--- src/rtl/z2_bus_cycle_if.sv ---
// Zorro II slave bus-cycle signal bundle.
// Host strobes and sub-block requests in; phase and bus controls out.
interface z2_bus_cycle_if;
  logic       AS_n;
  logic       UDS_n;
  logic       LDS_n;
  logic       RW;
  logic       ACCESS;
  logic       DTACK_REQ;
  logic [1:0] z2_state;
  logic       DTACK_OE;
  logic       DBUF_OE_n;
  logic       DBUF_DIR;
  logic       wr_strobe;
  logic       timeout;

  modport master (
    output AS_n, UDS_n, LDS_n, RW,
    output ACCESS, DTACK_REQ,
    input  z2_state, DTACK_OE,
    input  DBUF_OE_n, DBUF_DIR,
    input  wr_strobe, timeout
  );

  modport slave (
    input  AS_n, UDS_n, LDS_n, RW,
    input  ACCESS, DTACK_REQ,
    output z2_state, DTACK_OE,
    output DBUF_OE_n, DBUF_DIR,
    output wr_strobe, timeout
  );
endinterface

--- src/rtl/z2_bus_cycle.sv ---
// Zorro II slave bus-cycle sequencer: strobe sync, phase FSM,
// DTACK merge, data-buffer control and stalled-cycle timeout.
module z2_bus_cycle #(
  parameter int SYNC_STAGES    = 2,
  parameter int TIMEOUT_CYCLES = 64
) (
  input logic           CLK,
  input logic           RESET_n,
  z2_bus_cycle_if.slave bus
);

  typedef enum logic [1:0] {
    Z2_IDLE  = 2'd0,
    Z2_START = 2'd1,
    Z2_DATA  = 2'd2,
    Z2_END   = 2'd3
  } z2_state_e;

  localparam logic [7:0] TO_LAST =
    8'(TIMEOUT_CYCLES - 1);

  logic [SYNC_STAGES-1:0] as_sync_q, as_sync_d;
  logic [SYNC_STAGES-1:0] uds_sync_q, uds_sync_d;
  logic [SYNC_STAGES-1:0] lds_sync_q, lds_sync_d;
  logic [SYNC_STAGES-1:0] flush_q, flush_d;

  z2_state_e  state_q, state_d;
  logic       armed_q, armed_d;
  logic       access_q, access_d;
  logic       dir_q, dir_d;
  logic       dtack_oe_q, dtack_oe_d;
  logic       dbuf_oe_n_q, dbuf_oe_n_d;
  logic       wr_strobe_q, wr_strobe_d;
  logic       timeout_q, timeout_d;
  logic [7:0] cnt_q, cnt_d;

  logic as_s, uds_s, lds_s, ds_s, synced;

  assign as_s   = as_sync_q[SYNC_STAGES-1];
  assign uds_s  = uds_sync_q[SYNC_STAGES-1];
  assign lds_s  = lds_sync_q[SYNC_STAGES-1];
  assign ds_s   = !(uds_s && lds_s);
  // Preset chain values are not real samples; arm only on a true high.
  assign synced = flush_q[SYNC_STAGES-1];

  always_comb begin
    as_sync_d  = {as_sync_q[SYNC_STAGES-2:0], bus.AS_n};
    uds_sync_d = {uds_sync_q[SYNC_STAGES-2:0], bus.UDS_n};
    lds_sync_d = {lds_sync_q[SYNC_STAGES-2:0], bus.LDS_n};
    flush_d    = {flush_q[SYNC_STAGES-2:0], 1'b1};
  end

  always_comb begin
    state_d     = state_q;
    armed_d     = armed_q;
    access_d    = access_q;
    dir_d       = dir_q;
    cnt_d       = cnt_q;
    wr_strobe_d = 1'b0;
    timeout_d   = 1'b0;
    if (as_s && synced) armed_d = 1'b1;
    unique case (state_q)
      Z2_IDLE: begin
        if (!as_s && bus.ACCESS && armed_q) begin
          state_d  = Z2_START;
          armed_d  = 1'b0;
          access_d = 1'b1;
          dir_d    = bus.RW;
        end
      end
      Z2_START: begin
        if (as_s) begin
          state_d = Z2_IDLE;
        end else if (dir_q || ds_s) begin
          state_d     = Z2_DATA;
          cnt_d       = 8'd0;
          wr_strobe_d = !dir_q;
        end
      end
      Z2_DATA: begin
        cnt_d = cnt_q + 8'd1;
        if (as_s) begin
          state_d = Z2_IDLE;
        end else if (bus.DTACK_REQ) begin
          state_d = Z2_END;
        end else if (cnt_q == TO_LAST) begin
          state_d   = Z2_END;
          timeout_d = 1'b1;
        end
      end
      Z2_END: begin
        if (as_s) state_d = Z2_IDLE;
      end
      default: state_d = Z2_IDLE;
    endcase
    if (state_d == Z2_IDLE) begin
      access_d = 1'b0;
      dir_d    = 1'b0;
    end
    dtack_oe_d  = (state_d == Z2_END);
    dbuf_oe_n_d = !(access_d && state_d != Z2_IDLE);
  end

  always_ff @(posedge CLK or negedge RESET_n) begin
    if (!RESET_n) begin
      as_sync_q   <= '1;
      uds_sync_q  <= '1;
      lds_sync_q  <= '1;
      flush_q     <= '0;
      state_q     <= Z2_IDLE;
      armed_q     <= 1'b0;
      access_q    <= 1'b0;
      dir_q       <= 1'b0;
      cnt_q       <= 8'd0;
      dtack_oe_q  <= 1'b0;
      dbuf_oe_n_q <= 1'b1;
      wr_strobe_q <= 1'b0;
      timeout_q   <= 1'b0;
    end else begin
      as_sync_q   <= as_sync_d;
      uds_sync_q  <= uds_sync_d;
      lds_sync_q  <= lds_sync_d;
      flush_q     <= flush_d;
      state_q     <= state_d;
      armed_q     <= armed_d;
      access_q    <= access_d;
      dir_q       <= dir_d;
      cnt_q       <= cnt_d;
      dtack_oe_q  <= dtack_oe_d;
      dbuf_oe_n_q <= dbuf_oe_n_d;
      wr_strobe_q <= wr_strobe_d;
      timeout_q   <= timeout_d;
    end
  end

  assign bus.z2_state  = state_q;
  assign bus.DTACK_OE  = dtack_oe_q;
  assign bus.DBUF_OE_n = dbuf_oe_n_q;
  assign bus.DBUF_DIR  = dir_q;
  assign bus.wr_strobe = wr_strobe_q;
  assign bus.timeout   = timeout_q;

endmodule

--- src/flat_wrapper.sv ---
// flat-port wrapper written by rule: the top's interface ports become plain ports
module z2_bus_cycle_flat 
#(
  parameter int SYNC_STAGES    = 2,
  parameter int TIMEOUT_CYCLES = 64
)
  (CLK, RESET_n, bus_AS_n, bus_UDS_n, bus_LDS_n, bus_RW, bus_ACCESS, bus_DTACK_REQ, bus_z2_state, bus_DTACK_OE, bus_DBUF_OE_n, bus_DBUF_DIR, bus_wr_strobe, bus_timeout);
  z2_bus_cycle_if bus_i ();
  input logic CLK;
  input logic RESET_n;
  input wire logic [$bits(bus_i.AS_n)-1:0] bus_AS_n;
  input wire logic [$bits(bus_i.UDS_n)-1:0] bus_UDS_n;
  input wire logic [$bits(bus_i.LDS_n)-1:0] bus_LDS_n;
  input wire logic [$bits(bus_i.RW)-1:0] bus_RW;
  input wire logic [$bits(bus_i.ACCESS)-1:0] bus_ACCESS;
  input wire logic [$bits(bus_i.DTACK_REQ)-1:0] bus_DTACK_REQ;
  output wire logic [$bits(bus_i.z2_state)-1:0] bus_z2_state;
  output wire logic [$bits(bus_i.DTACK_OE)-1:0] bus_DTACK_OE;
  output wire logic [$bits(bus_i.DBUF_OE_n)-1:0] bus_DBUF_OE_n;
  output wire logic [$bits(bus_i.DBUF_DIR)-1:0] bus_DBUF_DIR;
  output wire logic [$bits(bus_i.wr_strobe)-1:0] bus_wr_strobe;
  output wire logic [$bits(bus_i.timeout)-1:0] bus_timeout;
  assign bus_i.AS_n = bus_AS_n;
  assign bus_i.UDS_n = bus_UDS_n;
  assign bus_i.LDS_n = bus_LDS_n;
  assign bus_i.RW = bus_RW;
  assign bus_i.ACCESS = bus_ACCESS;
  assign bus_i.DTACK_REQ = bus_DTACK_REQ;
  assign bus_z2_state = bus_i.z2_state;
  assign bus_DTACK_OE = bus_i.DTACK_OE;
  assign bus_DBUF_OE_n = bus_i.DBUF_OE_n;
  assign bus_DBUF_DIR = bus_i.DBUF_DIR;
  assign bus_wr_strobe = bus_i.wr_strobe;
  assign bus_timeout = bus_i.timeout;
  z2_bus_cycle #(.SYNC_STAGES(SYNC_STAGES), .TIMEOUT_CYCLES(TIMEOUT_CYCLES)) u_core (.CLK(CLK), .RESET_n(RESET_n), .bus(bus_i));
endmodule
--- config.mk ---
export PLATFORM = sky130hd
export DESIGN_NAME = z2_bus_cycle_flat
export DESIGN_NICKNAME = d
export VERILOG_FILES = /design/src/rtl/z2_bus_cycle_if.sv /design/src/rtl/z2_bus_cycle.sv /design/src/flat_wrapper.sv
export SDC_FILE = /design/constraint.sdc
export NUM_CORES = 1
export LEC_CHECK = 0
export CAP_MARGIN = 20
export CELL_PAD_IN_SITES_DETAIL_PLACEMENT = 1
export CELL_PAD_IN_SITES_GLOBAL_PLACEMENT = 1
export CORE_MARGIN = 2
export CORE_UTILIZATION = 42
export DETAILED_ROUTE_END_ITERATION = 10
export PLACE_DENSITY = 0.78
export SYNTH_ARGS = -nofsm -noshare
export SYNTH_HDL_FRONTEND = slang
export SYNTH_SLANG_ARGS = --single-unit
--- constraint.sdc ---
create_clock -name CLK -period 2 [get_ports CLK]
set_input_delay 0.3 -clock CLK [delete_from_list [all_inputs] [get_ports CLK]]
set_output_delay 0.3 -clock CLK [all_outputs]
set_load 0.03 [all_outputs]
==> results of run 1 <==
==> what timing repair did <==
item                                    4_1_cts  5_1_grt
endpoints found under the setup margin        0        4
resized for setup                             0        1
buffers inserted                              0        1
==> synthesized netlist by cell type (2+ instances only) <==
cell,count
dfstp_2,7
ha_1,6
inv_1,6
and4b_1,2
o22ai_1,2
nand3b_1,2
nand2_1,6
and2_1,3
a31o_2,2
o21ai_0,2
nor2_1,6
nand3_1,6
nor3_1,2
dfrtp_1,18
nor4_1,2
mux2_2,2
a22o_1,5
==> per-stage QoR <==
stage	power [mW]	setup WS, ns
after floorplan	1.00	0.0269
after global placement	1.16	0.130
after detailed placement	1.19	0.0895
after CTS	1.42	0.0601
after global routing	1.53	0.0131
final	1.42	0.133
==> per-layer routing <==
metal,vias up,share of wire [%]
met5,-,0
met4,0,0.98
met3,2,4.7
met2,26,48
met1,430,47
li1,416,-
==> worst max-delay path: cells and delay by family (launching register included) <==
| kind | cells | cell delay [ns] |
|---|---|---|
| AO/OA/AOI/OAI | 3 | 0.62 |
| flip-flops | 1 | 0.45 |
| adder cells (fa/ha/maj) | 1 | 0.26 |
| AND/OR/NAND/NOR | 1 | 0.36 |
| buffers and inverters | 1 | 0.09 |
==> layout make-up <==
class                      instances  area, sq um  share of cell area [%]
clock buffer                       4         26.3                    1.86
inverter                           6         22.5                    1.59
multi-input combinational         70          519                    36.8
sequential                        25          636                    45.0
tap                               31         38.8                    2.75
timing repair buffer              18          170                    12.0
==> power by group through the flow <==
stage                     clock [mW]  sequential (mW)  combinational [mW]
after floorplan                    0            0.698               0.302
after global placement             0            0.638               0.526
after detailed placement           0            0.647               0.547
after CTS                      0.231            0.637               0.551
after global routing           0.261            0.647               0.621
final                          0.225            0.637               0.562
==> worst min path at each step <==
stage	startpoint	end	slack, ns	cells past startpoint
finish	RESET_n	u_core.bus.timeout	0.34	2
global route	RESET_n	u_core.access_q	0.35	2
CTS	RESET_n	u_core.bus.DTACK_OE	0.35	2
detailed placement	u_core.flush_q[0]	u_core.flush_q[1]	0.34	0
global placement	u_core.flush_q[0]	u_core.flush_q[1]	0.33	0
floorplan	RESET_n	u_core.access_q	0.004	0
==> cells by family (layout without fill, tap and decap cells) <==
kind of cell	Yosys count	after routing	synth area share, %
buffers and inverters	10	28	3.56
multiplexers	2	2	1.88
AO/OA/AOI/OAI	24	24	17.4
AND/OR/NAND/NOR	37	37	17.6
flip-flops	25	25	53.0
adder cells (fa/ha/maj)	6	6	6.28
other	1	1	0.314
==> state kept, by name (all words and copies together) (netlist names) <==
name / count
u_core.as_sync_q: 2
u_core.bus.DBUF_DIR: 1
u_core.access_q: 1
u_core.bus.z2_state: 2
u_core.bus.DTACK_OE: 1
u_core.bus.wr_strobe: 1
u_core.armed_q: 1
u_core.uds_sync_q: 2
u_core.flush_q: 2
u_core.bus.timeout: 1
u_core.lds_sync_q: 2
u_core.bus.DBUF_OE_n: 1
u_core.cnt_q: 8
==> metrics.txt, run 1 <==
# TYPE chip_impl_metric gauge
chip_impl_metric{name="final_net_count",unit=""} 138
chip_impl_info{name="critical_path.slowest_cell",value="dfrtp_2"} 1
chip_impl_metric{name="critical_path_required",unit="ns"} 2.22
chip_impl_info{name="grt_peak_use_layer",value="met2"} 1
chip_impl_metric{name="yosysSeqAreaShare",unit="%"} 53.0
chip_impl_info{name="worst_setup_path_startpoint",value="u_core.bus.z2_state[0]"} 1
chip_impl_info{name="critPathCapture",value="u_core.access_q"} 1
chip_impl_metric{name="sinks_on_clock_net",unit=""} 25
chip_impl_metric{name="fill_cells",unit=""} 296
chip_impl_metric{name="drive_gt1_share",unit="%"} 19.5
chip_impl_metric{name="detail_route.iter0.violations",unit=""} 26
chip_impl_info{name="timing.rr.end",value="u_core.access_q"} 1
chip_impl_metric{name="final.min_clock_period",unit="ns"} 1.87
chip_impl_metric{name="fin_crit_sh",unit="%"} 93.3
chip_impl_metric{name="initial_core_util",unit="%"} 43.8
chip_impl_info{name="synthDominantAreaCellType",value="dfrtp_1"} 1
chip_impl_metric{name="totalNegativeSetupSlack",unit="ns"} 0
chip_impl_metric{name="slew_violations",unit=""} 0
chip_impl_metric{name="grt_pass1_vias",unit=""} 895
chip_impl_metric{name="floorplan.io_pins",unit=""} 15
chip_impl_metric{name="overall_global_routing_resource_usage",unit="%"} 17.3
chip_impl_metric{name="hold_slack",unit="ns"} 0.342
chip_impl_metric{name="worst-endpoint-arrival",unit="ns"} 2.09
chip_impl_metric{name="sw_ratio",unit="%"} 37.0
chip_impl_metric{name="floorplan.die.height",unit="microns"} 57.4
chip_impl_metric{name="fp-row-count",unit=""} 19
chip_impl_metric{name="timing_worst_slew_pin_value",unit="ns"} 0.573
chip_impl_metric{name="floorplan.die_area",unit="sq um"} 3290
chip_impl_metric{name="insertion_delay",unit="ns"} 0.31
chip_impl_metric{name="synth_to_layout_area_growth",unit="%"} 18.1
chip_impl_metric{name="p_comb_share",unit="%"} 39.5
chip_impl_metric{name="path_max_fanout",unit=""} 6
chip_impl_metric{name="grt_max_degree",unit=""} 26
chip_impl_info{name="critical_path.reg2reg.startpoint",value="u_core.bus.z2_state[0]"} 1
chip_impl_metric{name="initial_antenna_violation_count",unit=""} 0
chip_impl_metric{name="ant_nets",unit=""} 0
chip_impl_metric{name="fmax",unit="MHz"} 536
chip_impl_metric{name="power.leakage",unit="nW"} 0.628
chip_impl_metric{name="wl_per_cell",unit="microns"} 15.9
chip_impl_metric{name="io_buffers",unit=""} 14
chip_impl_metric{name="synth.top_cell.area_share",unit="%"} 37.7
chip_impl_metric{name="timing.slew.headroom",unit="%"} 60.8
chip_impl_info{name="timing.critical_path.to_type",value="flip-flop"} 1
chip_impl_metric{name="grt-ovfl-total",unit=""} 0
chip_impl_info{name="rsz0062_at_grt",value="no"} 1
chip_impl_metric{name="met2_usage",unit="%"} 28.1
chip_impl_metric{name="finalSetupViolations",unit=""} 0
chip_impl_metric{name="slack_of_the_worst_reg_to_reg_path",unit="ns"} 0.13
chip_impl_metric{name="final-hold-violation-count",unit=""} 0
chip_impl_metric{name="numPlacedInstances",unit=""} 149
chip_impl_metric{name="finalClockSkew",unit="ns"} 0.00444
chip_impl_info{name="final_cell_mix",value="dfrtp_1 (17), clkdlybuf4s50_1 (14), dfstp_2 (7)"} 1
chip_impl_metric{name="final_cell_count_no_fill",unit=""} 154
chip_impl_metric{name="dpl-instance-area",unit="sq um"} 1380
chip_impl_metric{name="synth_edf_count",unit=""} 0
chip_impl_metric{name="p_sw",unit="uW"} 527
chip_impl_metric{name="netlist_instances",unit=""} 105
chip_impl_metric{name="vias",unit=""} 874
chip_impl_metric{name="cts.clk_slew.worst_paths",unit="ns"} 0.13
chip_impl_info{name="clock_root_buffer",value="clkbuf_4"} 1
chip_impl_metric{name="power_frac_clock",unit="%"} 15.8
chip_impl_metric{name="reg2regPathDepth",unit=""} 6
chip_impl_metric{name="drt_first_pass_iters",unit=""} 4
chip_impl_metric{name="cts_hold_buffers",unit=""} 0
chip_impl_metric{name="ctsHtreeMaxLevel",unit=""} 1
chip_impl_info{name="ys_dominant_reg_cell",value="dfrtp_1"} 1
chip_impl_info{name="timing.hold.worst.class",value="in2async"} 1
chip_impl_metric{name="synth.lib_cells_used.distinct",unit=""} 43
chip_impl_metric{name="vias_per_cell",unit=""} 5.68
chip_impl_metric{name="cts_buffers",unit=""} 3
chip_impl_metric{name="drc",unit=""} 0
chip_impl_metric{name="groute.layer.met3.usage",unit="%"} 2.04
chip_impl_info{name="mostFrequentLayoutCell",value="dfrtp_1"} 1
chip_impl_metric{name="num_antenna_cells",unit=""} 0
chip_impl_metric{name="maxCapViolations",unit=""} 0
chip_impl_metric{name="synth_fp_nets",unit=""} 119
chip_impl_metric{name="core_region_area",unit="sq um"} 2730
chip_impl_metric{name="yosys_warnings",unit=""} 0
chip_impl_metric{name="postSynth.asyncResetShare",unit="%"} 100
chip_impl_info{name="synth.top_cells.by_area",value="dfrtp_1 (38%), dfstp_2 (15%), ha_1 (6.3%)"} 1
chip_impl_metric{name="die_x",unit="microns"} 57.4
chip_impl_metric{name="gp_congestion",unit=""} 0.728
chip_impl_metric{name="wl",unit="microns"} 2440
chip_impl_info{name="worstSetupStartpointType",value="flip-flop"} 1
chip_impl_metric{name="global_route_wire_length_before_repair",unit="microns"} 4390
chip_impl_metric{name="clk_path_buf_depth",unit=""} 2
chip_impl_info{name="tritoncts",value="built"} 1
chip_impl_metric{name="syn-cell-area",unit="sq um"} 1200
chip_impl_metric{name="power.density",unit="nW/um^2"} 1010
chip_impl_info{name="outcome",value="completed"} 1
chip_impl_metric{name="seqPwrFrac",unit="%"} 44.7
chip_impl_metric{name="syn-mean-instance-area",unit="sq um"} 11.4
chip_impl_metric{name="synth-seq-cells",unit=""} 25
chip_impl_metric{name="dp_hpwl",unit="microns"} 1780
chip_impl_metric{name="power.ir.vdd_worst",unit="mV"} 0.545
chip_impl_info{name="critical_path_class",value="reg2reg"} 1
chip_impl_metric{name="met1_usage",unit="%"} 23.9
chip_impl_info{name="crit_path_cell_trace",value="inv_1 > ha_1 > or3_1 > a32oi_1 > o211ai_2 > o22a_1"} 1
chip_impl_metric{name="fin_area",unit="sq um"} 1410
chip_impl_metric{name="post-route-util",unit="%"} 51.7
chip_impl_metric{name="largest_stage_delay_on_the_critical_path",unit="ns"} 0.45
chip_impl_metric{name="internal-power",unit="uW"} 897
Note: power is estimated with default switching activity, not from simulation.
==> run 2, diff against run 1 <==
GPL_ROUTABILITY_DRIVEN = 0   (was default)
==> results of run 2 <==
No change in the layout: final DEF, timing and power equal those of run 1.
